### src/rtl/ms_timer_arbiter.sv
// Shared millisecond interval timer with round-robin arbitration among N_REQ requesters.
// The owner's ms_len is counted in TICKS_PER_MS-cycle units, then a one-cycle done pulse is issued.
module ms_timer_arbiter #(
  parameter int unsigned N_REQ        = 4,
  parameter int unsigned MS_W         = 8,
  parameter int unsigned CNT_W        = 16,
  parameter int unsigned TICKS_PER_MS = 16'h82C7
) (
  input  logic                    tick,
  input  logic                    clear,
  input  logic [N_REQ-1:0]        req,
  input  logic [N_REQ*MS_W-1:0]   ms_len,
  input  logic                    abort,
  output logic                    busy,
  output logic [N_REQ-1:0]        grant,
  output logic [N_REQ-1:0]        done,
  output logic [MS_W-1:0]         ms_left
);

  localparam int unsigned IDX_W = $clog2(N_REQ);
  localparam logic [CNT_W-1:0] TICK_LAST = CNT_W'(TICKS_PER_MS - 1);

  typedef enum logic [1:0] {
    S_IDLE,
    S_COUNT,
    S_DONE
  } state_e;

  state_e             state_q, state_d;
  logic [N_REQ-1:0]   grant_q, grant_d;
  logic [MS_W-1:0]    ms_left_q, ms_left_d;
  logic [CNT_W-1:0]   tick_cnt_q, tick_cnt_d;
  logic [IDX_W-1:0]   last_q, last_d;
  logic [IDX_W-1:0]   owner_q, owner_d;
  logic               busy_q, busy_d;

  logic [MS_W-1:0]    len_arr [N_REQ];
  logic               win_found;
  logic [IDX_W-1:0]   win_idx;

  always_comb begin
    for (int unsigned i = 0; i < N_REQ; i++) begin
      len_arr[i] = ms_len[i*MS_W +: MS_W];
    end
  end

  // Scan starts just after the previous owner, so it becomes last in line.
  always_comb begin
    int unsigned cand;
    logic [IDX_W-1:0] cidx;
    win_found = 1'b0;
    win_idx   = '0;
    for (int unsigned k = 0; k < N_REQ; k++) begin
      cand = (32'(last_q) + 32'd1 + k) % N_REQ;
      cidx = IDX_W'(cand);
      if (!win_found && req[cidx]) begin
        win_found = 1'b1;
        win_idx   = cidx;
      end
    end
  end

  always_comb begin
    state_d    = state_q;
    grant_d    = grant_q;
    ms_left_d  = ms_left_q;
    tick_cnt_d = tick_cnt_q;
    last_d     = last_q;
    owner_d    = owner_q;
    case (state_q)
      S_IDLE: begin
        grant_d    = '0;
        ms_left_d  = '0;
        tick_cnt_d = '0;
        if (!abort && win_found) begin
          owner_d          = win_idx;
          grant_d[win_idx] = 1'b1;
          ms_left_d        = len_arr[win_idx];
          state_d          = (len_arr[win_idx] == '0) ? S_DONE : S_COUNT;
        end
      end
      S_COUNT: begin
        if (abort) begin
          state_d    = S_IDLE;
          grant_d    = '0;
          ms_left_d  = '0;
          tick_cnt_d = '0;
          last_d     = owner_q;
        end else if (tick_cnt_q == TICK_LAST) begin
          tick_cnt_d = '0;
          ms_left_d  = ms_left_q - MS_W'(1);
          if (ms_left_q == MS_W'(1)) begin
            state_d = S_DONE;
          end
        end else begin
          tick_cnt_d = tick_cnt_q + CNT_W'(1);
        end
      end
      S_DONE: begin
        state_d    = S_IDLE;
        grant_d    = '0;
        ms_left_d  = '0;
        tick_cnt_d = '0;
        last_d     = owner_q;
      end
      default: begin
        state_d    = S_IDLE;
        grant_d    = '0;
        ms_left_d  = '0;
        tick_cnt_d = '0;
      end
    endcase
    busy_d = (state_d != S_IDLE);
  end

  always_ff @(posedge tick) begin
    if (clear) begin
      state_q    <= S_IDLE;
      grant_q    <= '0;
      ms_left_q  <= '0;
      tick_cnt_q <= '0;
      last_q     <= IDX_W'(N_REQ - 1);
      owner_q    <= '0;
      busy_q     <= 1'b0;
    end else begin
      state_q    <= state_d;
      grant_q    <= grant_d;
      ms_left_q  <= ms_left_d;
      tick_cnt_q <= tick_cnt_d;
      last_q     <= last_d;
      owner_q    <= owner_d;
      busy_q     <= busy_d;
    end
  end

  always_comb begin
    done = (state_q == S_DONE) ? grant_q : '0;
  end

  assign busy    = busy_q;
  assign grant   = grant_q;
  assign ms_left = ms_left_q;

endmodule

### config.mk
export PLATFORM = sky130hd
export DESIGN_NAME = ms_timer_arbiter
export DESIGN_NICKNAME = d
export VERILOG_FILES = /design/src/rtl/ms_timer_arbiter.sv
export SDC_FILE = /design/constraint.sdc
export NUM_CORES = 1
export LEC_CHECK = 0
export CORE_AREA = 8 8 78 80
export DETAILED_ROUTE_END_ITERATION = 7
export DIE_AREA = 0 0 86 88
export PLACE_DENSITY = 0.7
export SYNTH_ARGS = -nofsm -noshare
export SYNTH_HDL_FRONTEND = slang
export SYNTH_SLANG_ARGS = --single-unit
export TNS_END_PERCENT = 20
### constraint.sdc
create_clock -name tick -period 2 [get_ports tick]
set_input_delay 0.4 -clock tick [delete_from_list [all_inputs] [get_ports tick]]
set_output_delay 0.4 -clock tick [all_outputs]
set_load 0.1 [all_outputs]
==> impl_results.md <==
* PortBufs at 55
* # fillers at 401
* Root Buffer: clkbuf_8
* Worst-Skew Late Latency at 0.30 ns
* GRT Total Usage at 0.1713
* Area leader, netlist: dfxtp_1
* WP data arrival at 2.38 ns
* Via count at 2,251
* Failing checks: negative setup slack
* Remaining DRCs at 0
* Fin. Hold Viols at 0
* Relative slew slack at 0.6710
* Ys Warns at 0
* Top cell type's share of synthesized area at 0.3457
* Crit Path Class: reg2reg
* Peak Freq at ~460 MHz
* Final period utilization at 1.090
* DIE WIDTH at between 80 and 90 um
* FFs w/ async S/R, synth at 0
* Most frequent cell after synthesis: nor2_1
* DR vias/cell at roughly 5.4
* Final instance area at 3317 um^2
* Share of cells above drive strength 1 at 0.2853
* Slowest CP cell: dfxtp_4
* # Max-Cap Violations at 0
* Gpl congestion at 0.8515
* Critical Path Source Type: flop
* Final slew viol count at 0
* Post-route setup slack at -0.1806 ns
* Reg clk slew, reported paths at around 0.080 ns
* Remaining antenna violation count at 0
* First-pass GRT wire length at ~10,000 um
* CP peak stage delay at 0.40 ns
* Clock Skews at 0.009335 ns
* Tmin final at 2.181 ns
* Initial core utilization at 0.4126
* Die Ht at 88 um
* Peak supply drop at 0.0005299 V
* Hold_ws at ~0.47 ns
* Vias in the first global route at 2,243
* CTS H-Tree Depth at 2
* # diodes at 0
* Drt first pass iters at 4
* Critical path startpoint: last_q[1]$_SDFFE_PP1P_
* CTS tree: done
* Distinct cells, synth at 46
* Status: finished, violations left
* HPWL Detailed at 4659 um
* Seq cells post-synth at 35
* CTS Sinks at 35
* WL/cell at 15.87 um
* Syn Nets at 297
* Num CTS Buffers at 5
* Hold Buf Count CTS at 0
* Post-DP Area at 2930 um^2
* Final setup viols at 5
* Worst Tran Pin Value at a little under 0.5 ns
* DR iter-0 viols at 98
* Routed WL at 6617 um
* Avg Cell Area, Syn at around 8 um^2
* Initial antenna violation count at 0
* Core area at just under 5000 um^2
* Register area share after synthesis at 0.3457
* Die ar. at 7568 um^2
* Total gr overflow at 0
* Worst hold path type: reg2reg
* Worst setup EP type: flop
* Synth Instances at between 200 and 300
* Io pins at 56
* Final #Nets at roughly 400
* Synth top area cells: dfxtp_1 (35%), nor2_1 (6.9%), a21oi_1 (4.9%), nand2_1 (4.1%), and3_1 (4.0%)
* Row cnt at 26
* Pwr dens at 635.1 nW/um^2
* Netlist Area Pre-Place at between 2000 and 2500 um^2
* Hold Crit Start: owner_q[1]$_SDFFE_PP0P_
* Top FF cell, synth: dfxtp_1
* Critical-path cell list: mux2i_4, nor2_4, a211o_4, a221oi_4, nor2_2, nor4b_4, a21oi_1, o21a_1
* Area Overhead vs Synth at 63.64%
* RSZ-0062 raised after global routing: true
* Data required time at the worst endpoint at between 2 and 2.5 ns
* Origin of the critical flop-to-flop path: last_q[1]$_SDFFE_PP1P_
* CP Max Fanout at 4
* Leakage power at 1.300 nW
* Post-synth top cells: nor2_1 (37), dfxtp_1 (35), nand2_1 (22), a21oi_1 (20), and3_1 (13)
* Clk buf depth at 2
* EDFF count, synth at 0
* Largest net degree at the start of global routing at 14
[per-stage QoR]
step,power [mW],TNS (ns),util,worst slack [ns],instances
2_1_floorplan,1.166,-1.016,-,-0.2129,254
3_3_place_gp,1.443,-7.379,0.5965,-0.7672,405
6_report,2.107,-0.5885,0.6752,-0.1806,417
3_5_place_dp,1.448,-8.095,0.5965,-0.8537,405
4_1_cts,2.056,-0.2484,0.6544,-0.1603,416
5_1_grt,2.207,-1.153,0.6752,-0.2664,417
[cell families after synthesis]
| family | Yosys count | share of synthesized area |
|---|---|---|
| adder cells (fa/ha/maj) | 4 | 0.02469 |
| multiplexers | 2 | 0.009877 |
| AO/OA/AOI/OAI | 67 | 0.2290 |
| flip-flops | 35 | 0.3457 |
| XOR/XNOR | 15 | 0.06482 |
| buffers and inverters | 18 | 0.04630 |
| AND/OR/NAND/NOR | 113 | 0.2796 |
[power by group]
part           internal, mW  switching, mW  total, mW
Combinational         0.361          0.440      0.801
Clock                 0.249          0.293      0.542
Sequential            0.725         0.0391      0.764
[registers in the layout (all words and copies together) (netlist names)]
signal	count
last_q	2
owner_q	2
state_q	2
ms_left	8
grant	4
tick_cnt_q	16
busy	1
[layout make-up]
| cell class | instances | area (um^2) | share of cell area |
|---|---|---|---|
| clock buffer | 5 | 68.82 | 0.02075 |
| clock inverter | 3 | 23.77 | 0.007167 |
| inverter | 8 | 30.03 | 0.009053 |
| multi-input combinational | 202 | 1495 | 0.4508 |
| sequential | 35 | 704.4 | 0.2124 |
| tap | 70 | 87.58 | 0.02641 |
| timing repair buffer | 94 | 907.1 | 0.2735 |
[what timing repair did]
action | in CTS | in global routing
endpoints found under the hold margin | 0 | 0
gates cloned | 1 | 0
gates resized for setup | 37 | 16
setup buffers | 2 | 1
setup endpoints to repair | 12 | 10
pin swaps | 11 | 17
[cells in the final DEF, fill, tap and decap left out, types with 2 or more instances in the layout]
cell type	synthesis	final
a21oi_1	20	17
nand2_1	22	21
or3_1	3	3
nor2b_1	3	2
nor3_1	6	6
a21oi_2	0	2
dlygate4sd2_1	0	4
nand3_1	8	8
a211o_4	0	2
o32ai_2	0	2
nand2b_1	3	2
a221oi_4	0	4
and2_1	5	4
nor2_2	0	3
a22o_1	5	5
buf_6	2	3
xnor2_1	6	6
o21ai_0	7	6
clkinvlp_4	0	2
o22ai_1	3	3
nor2_1	37	33
and3_1	13	13
inv_1	8	8
buf_12	0	8
a22oi_1	8	7
o32ai_1	4	2
xor2_1	9	9
a221oi_2	0	4
dfxtp_1	35	34
clkbuf_8	0	5
buf_4	0	45
clkdlybuf4s50_1	0	34
ha_1	4	4
nand4_1	3	3
[metal layers]
metal	track usage	vias up	part of all wire
li1	-	1109	-
met1	0.1831	1071	0.41
met2	0.3233	61	0.53
met3	0.04784	10	0.047
met4	0.03981	0	0.011
met5	0	-	0
[worst max-delay path, delay by kind of cell (launching register included)]
kind	cells	cell delay, ns
flip-flops	1	0.40
AND/OR/NAND/NOR	3	0.47
AO/OA/AOI/OAI	4	0.94
multiplexers	1	0.27
[final timing paths]
kind	endpoint	slack [ns]	cells after the start
max	state_q[0]$_SDFF_PP0_	-0.18	8
min	last_q[1]$_SDFFE_PP1P_	0.47	2
max reg2reg	state_q[0]$_SDFF_PP0_	-0.18	8
min reg2reg	last_q[1]$_SDFFE_PP1P_	0.47	2
Power figures use the tool's default switching activity.
